==> config.mk <==
export PLATFORM = sky130hd
export DESIGN_NAME = shr_operand_fifo
export DESIGN_NICKNAME = d
export VERILOG_FILES = /design/src/rtl/shr_operand_fifo_pkg.sv /design/src/rtl/join_type.sv /design/src/rtl/shr_operand_fifo.sv
export SDC_FILE = /design/constraint.sdc
export NUM_CORES = 1
export LEC_CHECK = 0
export BUFFER_PORTS_ARGS = -buffer_cell sky130_fd_sc_hd__buf_2
export CAP_MARGIN = 25
export CORE_MARGIN = 4
export CORE_UTILIZATION = 30
export DETAILED_ROUTE_END_ITERATION = 8
export MAX_ROUTING_LAYER = met4
export PLACE_DENSITY = 0.52
export SYNTH_ARGS = -nofsm -noshare
export SYNTH_HDL_FRONTEND = slang
export SYNTH_SLANG_ARGS = --single-unit
==> constraint.sdc <==
create_clock -name clk -period 3.4 [get_ports clk]
set_clock_uncertainty 0.2 [all_clocks]
set_input_delay 0.85 -clock clk [delete_from_list [all_inputs] [get_ports clk]]
set_output_delay 0.85 -clock clk [all_outputs]
set_load 0.1 [all_outputs]
==> src/rtl/shr_operand_fifo_pkg.sv <==
// Shared widths and helpers for the shifter operand-pair FIFO.
package shr_operand_fifo_pkg;

  localparam int JOIN_SIZE = 2;

  // Bits needed to index n states; never less than 1 so DEPTH=1 still has a pointer.
  function automatic int clog2_min1(input int n);
    int w;
    w = 1;
    while ((1 << w) < n) w++;
    return w;
  endfunction

  function automatic int pair_w(input int data_w);
    return 2 * data_w;
  endfunction

endpackage

==> src/rtl/join_type.sv <==
// N-way valid/ready join: output valid only when every input is valid, and
// each input is accepted only together with all the others.
module join_type #(
  parameter int SIZE = 2
) (
  input  logic [SIZE-1:0] ins_valid,
  input  logic            outs_ready,
  output logic [SIZE-1:0] ins_ready,
  output logic            outs_valid
);

  always_comb begin
    outs_valid = &ins_valid;
    ins_ready  = '0;
    for (int i = 0; i < SIZE; i++) begin
      ins_ready[i] = outs_ready;
      for (int j = 0; j < SIZE; j++) begin
        if (j != i) ins_ready[i] = ins_ready[i] & ins_valid[j];
      end
    end
  end

endmodule

==> src/rtl/shr_operand_fifo.sv <==
// Joins lhs/rhs tokens into pairs and buffers them in a DEPTH-entry circular
// FIFO in front of the logical-right-shift unit.
module shr_operand_fifo
  import shr_operand_fifo_pkg::*;
#(
  parameter int DATA_TYPE = 32,
  parameter int DEPTH     = 4
) (
  input  logic                 clk,
  input  logic                 rst,
  input  logic [DATA_TYPE-1:0] lhs,
  input  logic                 lhs_valid,
  output logic                 lhs_ready,
  input  logic [DATA_TYPE-1:0] rhs,
  input  logic                 rhs_valid,
  output logic                 rhs_ready,
  output logic [DATA_TYPE-1:0] outs_lhs,
  output logic [DATA_TYPE-1:0] outs_rhs,
  output logic                 outs_valid,
  input  logic                 outs_ready
);

  localparam int PTR_W  = clog2_min1(DEPTH);
  localparam int CNT_W  = clog2_min1(DEPTH + 1);
  localparam int PAIR_W = pair_w(DATA_TYPE);

  logic [PAIR_W-1:0] r_mem [DEPTH];
  logic [PTR_W-1:0]  r_wr_ptr;
  logic [PTR_W-1:0]  r_rd_ptr;
  logic [CNT_W-1:0]  r_count;

  logic                 w_full;
  logic                 w_empty;
  logic                 w_join_ready;
  logic                 w_join_valid;
  logic [JOIN_SIZE-1:0] w_ins_ready;
  logic                 w_push;
  logic                 w_pop;
  logic [PAIR_W-1:0]    w_head;

  assign w_full  = (r_count == CNT_W'(DEPTH));
  assign w_empty = (r_count == '0);

  // Gating with rst keeps both readies low while reset is held, even though
  // the cleared count alone would report "not full".
  assign w_join_ready = !w_full & rst;

  join_type #(
    .SIZE(JOIN_SIZE)
  ) u_join (
    .ins_valid  ({rhs_valid, lhs_valid}),
    .outs_ready (w_join_ready),
    .ins_ready  (w_ins_ready),
    .outs_valid (w_join_valid)
  );

  assign lhs_ready = w_ins_ready[0];
  assign rhs_ready = w_ins_ready[1];

  assign w_push = w_join_valid & w_join_ready;
  assign w_pop  = !w_empty & outs_ready;

  assign w_head     = r_mem[r_rd_ptr];
  assign outs_valid = !w_empty;
  assign outs_lhs   = w_head[PAIR_W-1:DATA_TYPE];
  assign outs_rhs   = w_head[DATA_TYPE-1:0];

  function automatic logic [PTR_W-1:0] ptr_next(input logic [PTR_W-1:0] p);
    if (p == PTR_W'(DEPTH - 1)) return '0;
    return p + PTR_W'(1);
  endfunction

  always_ff @(posedge clk or negedge rst) begin
    if (!rst) begin
      for (int i = 0; i < DEPTH; i++) r_mem[i] <= '0;
    end else if (w_push) begin
      r_mem[r_wr_ptr] <= {lhs, rhs};
    end
  end

  always_ff @(posedge clk or negedge rst) begin
    if (!rst) begin
      r_wr_ptr <= '0;
      r_rd_ptr <= '0;
      r_count  <= '0;
    end else begin
      if (w_push) r_wr_ptr <= ptr_next(r_wr_ptr);
      if (w_pop)  r_rd_ptr <= ptr_next(r_rd_ptr);
      case ({w_push, w_pop})
        2'b10:   r_count <= r_count + CNT_W'(1);
        2'b01:   r_count <= r_count - CNT_W'(1);
        default: r_count <= r_count;
      endcase
    end
  end

endmodule

Word-level counts from Yosys, hierarchy flattened. Cells that the tools add are included. W data, S select, Z words.

Add/subtract/negate cells: 4. Order comparisons: 3. Eq/ne operators: 5. Mux-type cells: 15. Bitwise operators: 7. Reductions and logical operators: 6.

Operators with widths (number): $bwmux W256 (1); $mux W64 (3); $bmux W64 S2 (1); $demux W64 S2 (1); $mux W2 (4); $eq A2 B2 Y1 const B (3); $ge A3 B3 Y1 const B (2); $not A2 Y3 (2); $pmux W3 S2 (1); $and A1 B1 Y1 (5); $add A2 B1 Y2 const B (2); $mux W1 (4); $add A3 B1 Y3 const B (1); $eq A3 B3 Y1 const B (1); $logic_not A3 Y1 (1); $lt A3 B1 Y1 const B (1); $sub A3 B1 Y3 const B (1); $eq A2 B1 Y1 const B (1); $logic_not A1 Y1 (2); $reduce_and A2 Y1 (1); $reduce_bool A2 Y1 (1); $logic_and A1 B1 Y1 (1).

Register bits after elaboration: 263. Input port bits: 69. Output and inout bits: 67. Logic and storage cells: 47.

Depth between registers and ports, before layout. Gate-level depths: netlist of the first run.

Word-level depth: 6. Mapped depth: 9. Mapped depth without buffers: 9.

Hierarchy. Synthesis of the first run repeated with hierarchy kept, for this count alone.

Cells, all modules: 663. Area total of the unflattened synthesis: 11589.9 µm².

Modules (own cells, without submodules): shr_operand_fifo (times used 1, cells each 660, area an instance 11571.1 µm², seq. area each 6581.3 µm²); join_type (times used 1, cells each 3, area an instance 18.8 µm², seq. area each 0.0 µm²).

Worst setup path before layout of the first run. Ideal clock, no wire load.

Kind: reg2out. Start: register r_rd_ptr[0]. End: output port outs_lhs[0]. Arrival time: 1.662 ns. Data required time: 2.350 ns. Slack: 0.688 ns. Cell stages (with the launch flop): 4. Path buffers: 2. Path through: dfrtp_1 buf_4 buf_2 mux4_2.

Longest elaborated chain between the ends: 4.

Ends and longest elaborated chain: from (decl) (line shr_operand_fifo.sv:29) `logic [PTR_W-1:0] r_rd_ptr;`; from (signal assigned) (line shr_operand_fifo.sv:88) `if (w_pop) r_rd_ptr <= ptr_next(r_rd_ptr);`; $not A2 Y3 (implied by the code) (line shr_operand_fifo.sv:63) `assign w_head = r_mem[r_rd_ptr];`; $bmux W64 S2 (line shr_operand_fifo.sv:63); $mux W64 (implied by the code) (2 in series) (line shr_operand_fifo.sv:63); to (decl) (line shr_operand_fifo.sv:17) `output logic [DATA_TYPE-1:0] outs_lhs,`.

Every way passes these cells. The select of a mux whose other input is x is not followed.

Worst setup path in the final report of the first run.
Start: register r_rd_ptr[1]. End: output port outs_rhs[16].

Longest elaborated chain between the ends: 4.

Ends and longest elaborated chain: $not A2 Y3 (implied by the code) (line shr_operand_fifo.sv:63); $bmux W64 S2 (line shr_operand_fifo.sv:63); $mux W64 (implied by the code) (2 in series) (line shr_operand_fifo.sv:63); to (decl) (line shr_operand_fifo.sv:18) `output logic [DATA_TYPE-1:0] outs_rhs,`.

Every way passes these cells. The select of a mux whose other input is x is not followed.

==> results of run 1 <==
repair_timing:
action	CTS	global route
endpoints found under the hold margin	15	0
setup endpoints to repair	54	0
buffers inserted	4	0
hold buffers	1	0
gates resized for setup	1	0
stage by stage:
| stage | util (%) | std cells | cell area [sq um] | worst slack (ns) | hold slack (ns) |
|---|---|---|---|---|---|
| after global placement | 33.92 | 1283 | 12860 | 0.4756 | 0.2835 |
| after floorplan | - | 662 | 11590 | 0.6876 | 0.2751 |
| after CTS | 36.86 | 1343 | 13980 | 0.03563 | 0.3035 |
| after detailed placement | 33.92 | 1283 | 12860 | 0.4655 | 0.2902 |
| final | 36.95 | 1347 | 14020 | 0.1137 | 0.2992 |
| after global routing | 36.95 | 1347 | 14020 | 0.02978 | 0.3077 |
registers in the layout, indices dropped and copies added (netlist names):
signal,cells
r_count,3
r_wr_ptr,2
r_mem,256
r_rd_ptr,2
metal layers:
metal,track usage [%],part of all wire [%],vias up
li1,-,-,2770
met1,17.02,46,3362
met2,20.36,49,97
met3,2.074,3.5,35
met4,3.398,2.1,0
met5,-,0,-
final cells by class:
cell class	instances	area, sq um	share of cell area (%)
tap	511	639.4	4.562
timing repair buffer	158	1085	7.740
sequential	263	6589	47.01
clock inverter	14	198.9	1.419
inverter	7	26.28	0.1875
antenna	3	7.507	0.05356
clock buffer	41	853.3	6.088
multi-input combinational	350	4617	32.94
cell families after synthesis:
| group | after synthesis |
|---|---|
| mux | 325 |
| flops | 263 |
| buf+inv | 49 |
| simple gates | 15 |
| fa+ha+maj | 7 |
| xor+xnor | 3 |
worst register-to-register path, delay by kind of cell, from the launching register on:
family	cells	cell delay, ns
buffers and inverters	2	0.14
adder cells (fa/ha/maj)	2	0.55
AND/OR/NAND/NOR	3	0.60
XOR/XNOR	2	0.30
flip-flops	1	0.45
worst paths after layout:
kind,slack (ns),depth (start not counted),to
min in group asynchronous,0.55,2,r_count[0]
worst min register to register,0.30,1,r_mem[14]
max in group asynchronous,1.10,4,r_mem[243]
worst max-delay path,0.11,3,outs_rhs[16]
worst min-delay path,0.30,1,r_mem[14]
worst max register to register,1.08,9,r_count[2]
cell usage in the layout, fill, tap and decap left out, drive strengths merged:
| cell | synthesis | routed |
|---|---|---|
| mux4 | 64 | 64 |
| or3 | 1 | 1 |
| buf | 41 | 157 |
| inv | 7 | 8 |
| ha | 6 | 6 |
| diode | 0 | 3 |
| dfrtp | 263 | 263 |
| mux2i | 1 | 1 |
| nor2 | 4 | 4 |
| bufinv | 0 | 5 |
| nor3b | 5 | 5 |
| fa | 1 | 1 |
| dlygate4sd3 | 0 | 1 |
| clkinv | 0 | 8 |
| nand2 | 1 | 1 |
| xnor2 | 1 | 1 |
| and3 | 2 | 2 |
| clkbuf | 1 | 41 |
| nand3 | 2 | 2 |
| mux2 | 260 | 260 |
| xor2 | 2 | 2 |
==> reports/metrics.cfg, run 1 <==
[sta]
finalCritPeriodShare_pct=96.66
relSlewSlack_pct=51.58
setup_viol=0
max_freq_mhz=304.3
min_period_ns=3.286
grt_setup_unrepaired=false
worst_pin_slew_ns=0.7263
finalMaxSlewViolations=0
fin_setup_tns_ns=0
hold_viol_final=0

[setup_path]
cpPeakStageDelay_ns=0.67
crit_path_start_kind=flop
end_kind=output port
cpLargestDelayFamily=buffers and inverters
crit_path_top_delay_cell=dfrtp_4
critPathBufInv=2
worstSetupStartpoint=r_rd_ptr[1]
crit_required_ns=2.35
crit_type=flop to output port
critical_path.max_fanout=31
regToRegStartpoint=r_count[0]
path_cells=buf_12, mux4_2, buf_2
arrival_ns=2.24

[synth]
netlist_instances=662
synthTopCellsByArea=dfrtp_1, mux2_2, mux4_2
synth-simple-area-share_pct=0.8312
synth_edf_count=0
yosys_most_used_dff=dfrtp_1
avgSynthCellArea_sq_um=17.51
netlist_area_sq_mm=0.01159
synth_mux_area_share_pct=37.78
ys_seq_elements=263
synth_top_family_by_area=multiplexers
yosysMostFrequentCell=dfrtp_1
syn-num-nets=738
ys_seq_area_share_pct=56.78
synth_top_cells_by_count=dfrtp_1, mux2_2, mux4_2, buf_6, buf_2
synthXorXnorAreaFrac_pct=0.2267
yosysTopAreaCell=dfrtp_1
synth_cell_types=21
synth.top_cell.area_share_pct=56.78
synth-compound-area-share_pct=0
ys_async_sr_fraction_pct=100.0
yosysWarnings=0
synth-adder-area-share_pct=0.8204

[cts]
cts_root_buffer=clkbuf_16
tritoncts=built
cts-htree-levels=1
clock_latency_ns=0.56
clockBufferDepth=3
cts.sinks=263
cts_buffers=31
path_clk_slew_ns=0.06

[floorplan]
core_area_sq_mm=0.03793
dieArea_sq_mm=0.04185
start_util_pct=30.56
die_w_microns=204.6
rows=71
io-pin-count=136
die_y_microns=204.6

[drt]
drt.antenna.violating_nets=0
drc=0
drt-total-wl_microns=25420
first_pass_iters=4
num_vias=6264
via_per_inst=4.650
wl_per_cell_microns=18.87
drt_iter0_drc=197

[global_routing]
grt_max_degree=76
grtUsageTotal_pct=12.72
grt_overflow=0
first_global_vias=7057
grt_pass1_wl_microns=41180
antenna_found_initial=3

[hold_path]
min_from=r_mem[14]
hp-class=flop to flop

[place]
port_buffers=135
dpl.hpwl_microns=15840
gp_congestion=0.7189

[status]
status=complete, no violations

[cells_and_area]
nFillCells=3621
fin_nets=887
area_delta_synth_final_pct=20.92
drive_above_1_share_pct=64.47

[job]
maxCapViolCount=0

Power of run 1 is not shown: default switching activity piles up to over one toggle a cycle in this logic, so the estimate is an artifact.
==> inputs of run 2 (changes only) <==
--- a/config.mk
+++ b/config.mk
@@ -8,4 +8,5 @@
 export BUFFER_PORTS_ARGS = -buffer_cell sky130_fd_sc_hd__buf_2
 export CAP_MARGIN = 25
+export CORE_ASPECT_RATIO = 0.9
 export CORE_MARGIN = 4
 export CORE_UTILIZATION = 30
@@ -13,4 +14,5 @@
 export MAX_ROUTING_LAYER = met4
 export PLACE_DENSITY = 0.52
+export SETUP_SLACK_MARGIN = 0.2
 export SYNTH_ARGS = -nofsm -noshare
 export SYNTH_HDL_FRONTEND = slang
--- a/constraint.sdc
+++ b/constraint.sdc
@@ -3,3 +3,3 @@
 set_input_delay 0.85 -clock clk [delete_from_list [all_inputs] [get_ports clk]]
 set_output_delay 0.85 -clock clk [all_outputs]
-set_load 0.1 [all_outputs]
+set_load 0.01 [all_outputs]
==> run 2 against run 1 <==
Register-to-register slack is essentially flat. Wire length shrank 1.1%. Non-clock buffer count shrank 7. Critical path type unchanged. First-iteration DRC count is 36% higher. Sequential share of layout area up 0.41 points. Die area hardly changed. Clock-buffer cell count increased by 1.
==> reports/metrics.cfg, run 2 (synthesis gave the netlist of run 1 again) <==
[power]
leakage_nw=6.108
ir_drop_mv=0.3574
powerDensity_mw_per_mm2=1006
p_total_mw=13.99

[setup_path]
end_kind=output port
critical_path.max_fanout=33
crit_required_ns=2.35
crit_path_start_kind=flop
path_cells=buf_12, mux4_2, buf_2
cpPeakStageDelay_ns=0.59
crit_path_top_delay_cell=mux4_2
arrival_ns=2.09
crit_type=flop to output port

[cts]
path_clk_slew_ns=0.06
cts.sinks=263
clockBufferDepth=3
cts_root_buffer=clkbuf_16
cts-htree-levels=1
tritoncts=built
clock_latency_ns=0.56
cts_buffers=31

[floorplan]
dieArea_sq_mm=0.04185
start_util_pct=30.27
core_area_sq_mm=0.03829
rows=68
io-pin-count=136
die_y_microns=194.5
die_w_microns=215.2

[drt]
drt_iter0_drc=268
routed.top_layer=met4
drt.antenna.violating_nets=0
drt-total-wl_microns=25130
wl_met2_microns=11960
wl_per_cell_microns=19.04
via_per_inst=4.706
drc=0
num_vias=6212
drt-met1-wl_microns=11530
met3WireLength_microns=1131
first_pass_iters=4

[place]
port_buffers=135
dpl_worst_slack_ns=0.5126
dpl_cell_area_sq_mm=0.01279
dpl.hpwl_microns=15120
dp_cells=1260
gp_congestion=0.6942

[cells_and_area]
reg_top3=r_mem: 256 flops, r_count: 3 flops
largest_register_ffs=256
area_delta_synth_final_pct=19.88
layout_commonest_cell=dfrtp_1
largest_register=r_mem
nFillCells=3660
final_util_pct=36.29
fin_cells=1320
mostFrequentLayoutCells=dfrtp_1, mux2_2, buf_2
fin_nets=880
drive_above_1_share_pct=64.45
fin_area_sq_mm=0.01390

[sta]
min_period_ns=3.136
relSlewSlack_pct=43.63
hold_viol_final=0
setup_viol=0
worst_pin_slew_ns=0.8456
hold_ws_ns=0.2977
finalMaxSlewViolations=0
finalCritPeriodShare_pct=92.22
max_freq_mhz=318.9
worst_slack_ns=0.2644
grt_setup_unrepaired=true
fin_setup_tns_ns=0

[global_routing]
grt_max_degree=153
grt_pass1_wl_microns=40630
grt_overflow=0
antenna_found_initial=3
first_global_vias=6817
grtUsageTotal_pct=12.42

[hold_path]
hp-class=flop to flop

[status]
status=complete, no violations

[job]
maxCapViolCount=0

[run 2: cell count changes in the layout (fill, tap and decap cells not counted), moves of 2 or more]
cell        change
buf_12          -3
clkbuf_1        -2
clkinv_2        -4
clkinvlp_4      +2
clkbuf_8        +3
clkinv_4        +2
buf_4           -4
buf_2           +2
[run 2: worst paths after layout]
check,start,end,slack [ns],cells after the start
min in group asynchronous,rst,r_mem[254],0.57,2
max,r_rd_ptr[0],outs_lhs[28],0.26,3
min reg2reg,r_mem[81],r_mem[81],0.30,1
min,r_mem[81],r_mem[81],0.30,1
max reg2reg,r_count[0],r_count[2],1.07,9
max in group asynchronous,rst,r_mem[150],0.98,4
[run 2: critical path: cells and delay by family (launching register included)]
kind	cells	cell delay, ns
flip-flops	1	0.45
buffers and inverters	2	0.44
multiplexers	1	0.59
[run 2: layer usage]
metal / GRT usage, % / vias up
met5: - / -
met4: 2.743 / 0
met3: 3.064 / 39
met2: 19.49 / 102
met1: 16.48 / 3308
li1: - / 2763
[run 2: layout make-up]
type / count / area (sq um) / share of cell area [%]
flip-flops and latches: 263 / 6589 / 47.42
multi-input cells: 350 / 4617 / 33.23
repair buffers: 151 / 965.9 / 6.951
clock buffers: 42 / 887.1 / 6.384
well taps: 490 / 613.1 / 4.412
clock inverters: 14 / 190.2 / 1.369
inverters: 7 / 26.28 / 0.1891
diodes: 3 / 7.507 / 0.05402
[run 2: what timing repair did]
action	CTS	global route
resized for setup	0	1
setup endpoints to repair	0	16
hold buffers	1	0
hold endpoints to repair	26	0
setup buffers	0	0
[run 2: power breakdown]
group	leakage [nW]	total [mW]	internal, mW	switching [mW]
registers	3.26	5.43	4.69	0.742
logic	2.32	5.10	3.01	2.08
clock network	0.527	3.46	2.13	1.33
total	6.11	14.0	9.83	4.16
(Power assumes the default switching activity.)
==> inputs of run 3 (changes only) <==
==> constraint.sdc (replaced) <==
create_clock -name clk -period 3.4 [get_ports clk]
set_clock_uncertainty 0.2 [all_clocks]
set_input_delay 0.17 -clock clk [delete_from_list [all_inputs] [get_ports clk]]
set_output_delay 0.17 -clock clk [all_outputs]
set_load 0.01 [all_outputs]
==> run 3 against run 2 <==
First-iteration DRC count grew 1.1%. Die area is the same. Critical endpoint is now outs_rhs[27]. Flip-flop and latch count is the same. Core utilization grew 1.5 points. Global-route usage grew 0.26 points. Non-clock buffer count grew 66. Combinational power shrank 3%.
==> reports/metrics.cfg, run 3 (synthesis gave the netlist of run 1 again) <==
[cts]
cts_root_buffer=clkbuf_16
cts.sinks=263
cts-resized-gates=0
clock_latency_ns=0.56
path_clk_slew_ns=0.06
clockBufferDepth=3
cts_buffers=31
tritoncts=built
cts-htree-levels=1

[floorplan]
core_area_sq_mm=0.03829
start_util_pct=30.27
io-pin-count=136
die_y_microns=194.5
die_w_microns=215.2
rows=68
dieArea_sq_mm=0.04185

[global_routing]
grtUsageTotal_pct=12.68
grt.met2_usage_pct=19.88
grt_util_met1_pct=17.25
grt.busiest_layer=met2
grt_pass1_wl_microns=41540
use_met3_pct=2.360
antenna_found_initial=1
first_global_vias=7182
grt_overflow=0
grt_max_degree=130

[sta]
setup_viol=0
relSlewSlack_pct=42.50
grt_setup_unrepaired=false
finalCritPeriodShare_pct=80.63
worst_pin_slew_ns=0.8625
hold_ws_ns=0.1337
max_freq_mhz=364.8
finalMaxSlewViolations=0
worst_slack_ns=0.6584
fin_setup_tns_ns=0
hold_viol_final=0
min_period_ns=2.742

[setup_path]
crit_path_start_kind=flop
arrival_ns=2.37
critical_path.max_fanout=16
end_kind=output port
crit_type=flop to output port
crit_required_ns=3.03
r2r_setup_slack_ns=1.11

[place]
dpl.hpwl_microns=14930
port_buffers=135
dpl_worst_slack_ns=1.109
dp_cells=1259
gp_congestion=0.6752

[power]
ir_drop_mv=0.4790
leakage_nw=6.360
powerDensity_mw_per_mm2=959.8

[cells_and_area]
final_util_pct=37.81
area_delta_synth_final_pct=24.88
mostFrequentLayoutCells=dfrtp_1, mux2_2, buf_2
fin_cells=1380
reg_top3=r_mem: 256 flops, r_count: 3 flops
drive_above_1_share_pct=59.51
largest_register_ffs=256
largest_register=r_mem
fin_nets=946
layout_commonest_cell=dfrtp_1

[drt]
drt-total-wl_microns=25490
drt.antenna.violating_nets=0
drt_iter0_drc=271
num_vias=6532
wl_per_cell_microns=18.47
via_per_inst=4.733
first_pass_iters=4
drc=0

[status]
status=complete, no violations

[hold_path]
hp-class=primary input to async pin

[job]
maxCapViolCount=0

[run 3: cell types whose count changed in the layout (fill, tap and decap cells not counted), moves of 2 or more]
cell | previous run | this run
bufinv_16 | 4 | 2
diode_2 | 3 | 1
clkinv_2 | 4 | 1
clkinvlp_4 | 2 | 0
buf_4 | 3 | 5
dlygate4sd3_1 | 1 | 67
clkbuf_8 | 7 | 12
buf_12 | 11 | 9
[run 3: where the power goes]
part	switching, mW	internal, mW
combinational	1.94	3.03
clock	1.29	2.06
sequential	0.889	4.69
[run 3: critical path, stage by stage (launching register included)]
cell,delay (ns)
dfrtp_4,0.63
buf_4,0.41
mux4_2,0.58
buf_2,0.16
[run 3: path summary, 6_finish.rpt]
kind | cells past startpoint | from | end
setup / recovery | 3 | r_rd_ptr[0] | outs_rhs[27]
setup reg to reg | 9 | r_count[0] | r_count[2]
max in group asynchronous | 4 | rst | r_mem[210]
hold / removal | 3 | rst | r_mem[108]
min in group clk | 4 | rhs_valid | r_wr_ptr[1]
hold reg to reg | 1 | r_mem[115] | r_mem[115]
[run 3: cell type report]
class	count	area (sq um)
Fill cell	3636	23810
Sequential cell	263	6589
Clock inverter	5	82.58
Timing Repair Buffer	217	1589
Antenna cell	1	2.502
Multi-Input combinational cell	350	4617
Inverter	7	26.28
Tap cell	490	613.1
Clock buffer	47	955.9
[run 3: stage by stage]
stage / area (sq um) / total power [mW]
finish: 14480 / 13.89
global route: 14480 / 14.81
CTS: 14460 / 14.17
detailed placement: 12750 / 10.65
global placement: 12750 / 10.56
floorplan: 11590 / 8.950
[run 3: per-layer routing]
metal	vias to the layer above	share of wire, %
met1	3514	47
met3	41	3.6
met4	0	2.4
met5	-	0
met2	99	47
li1	2878	-
[run 3: timing repair]
| item | 4_1_cts | 5_1_grt |
|---|---|---|
| setup buffers | 0 | 0 |
| hold buffers | 67 | 0 |
| hold endpoints to repair | 455 | 0 |
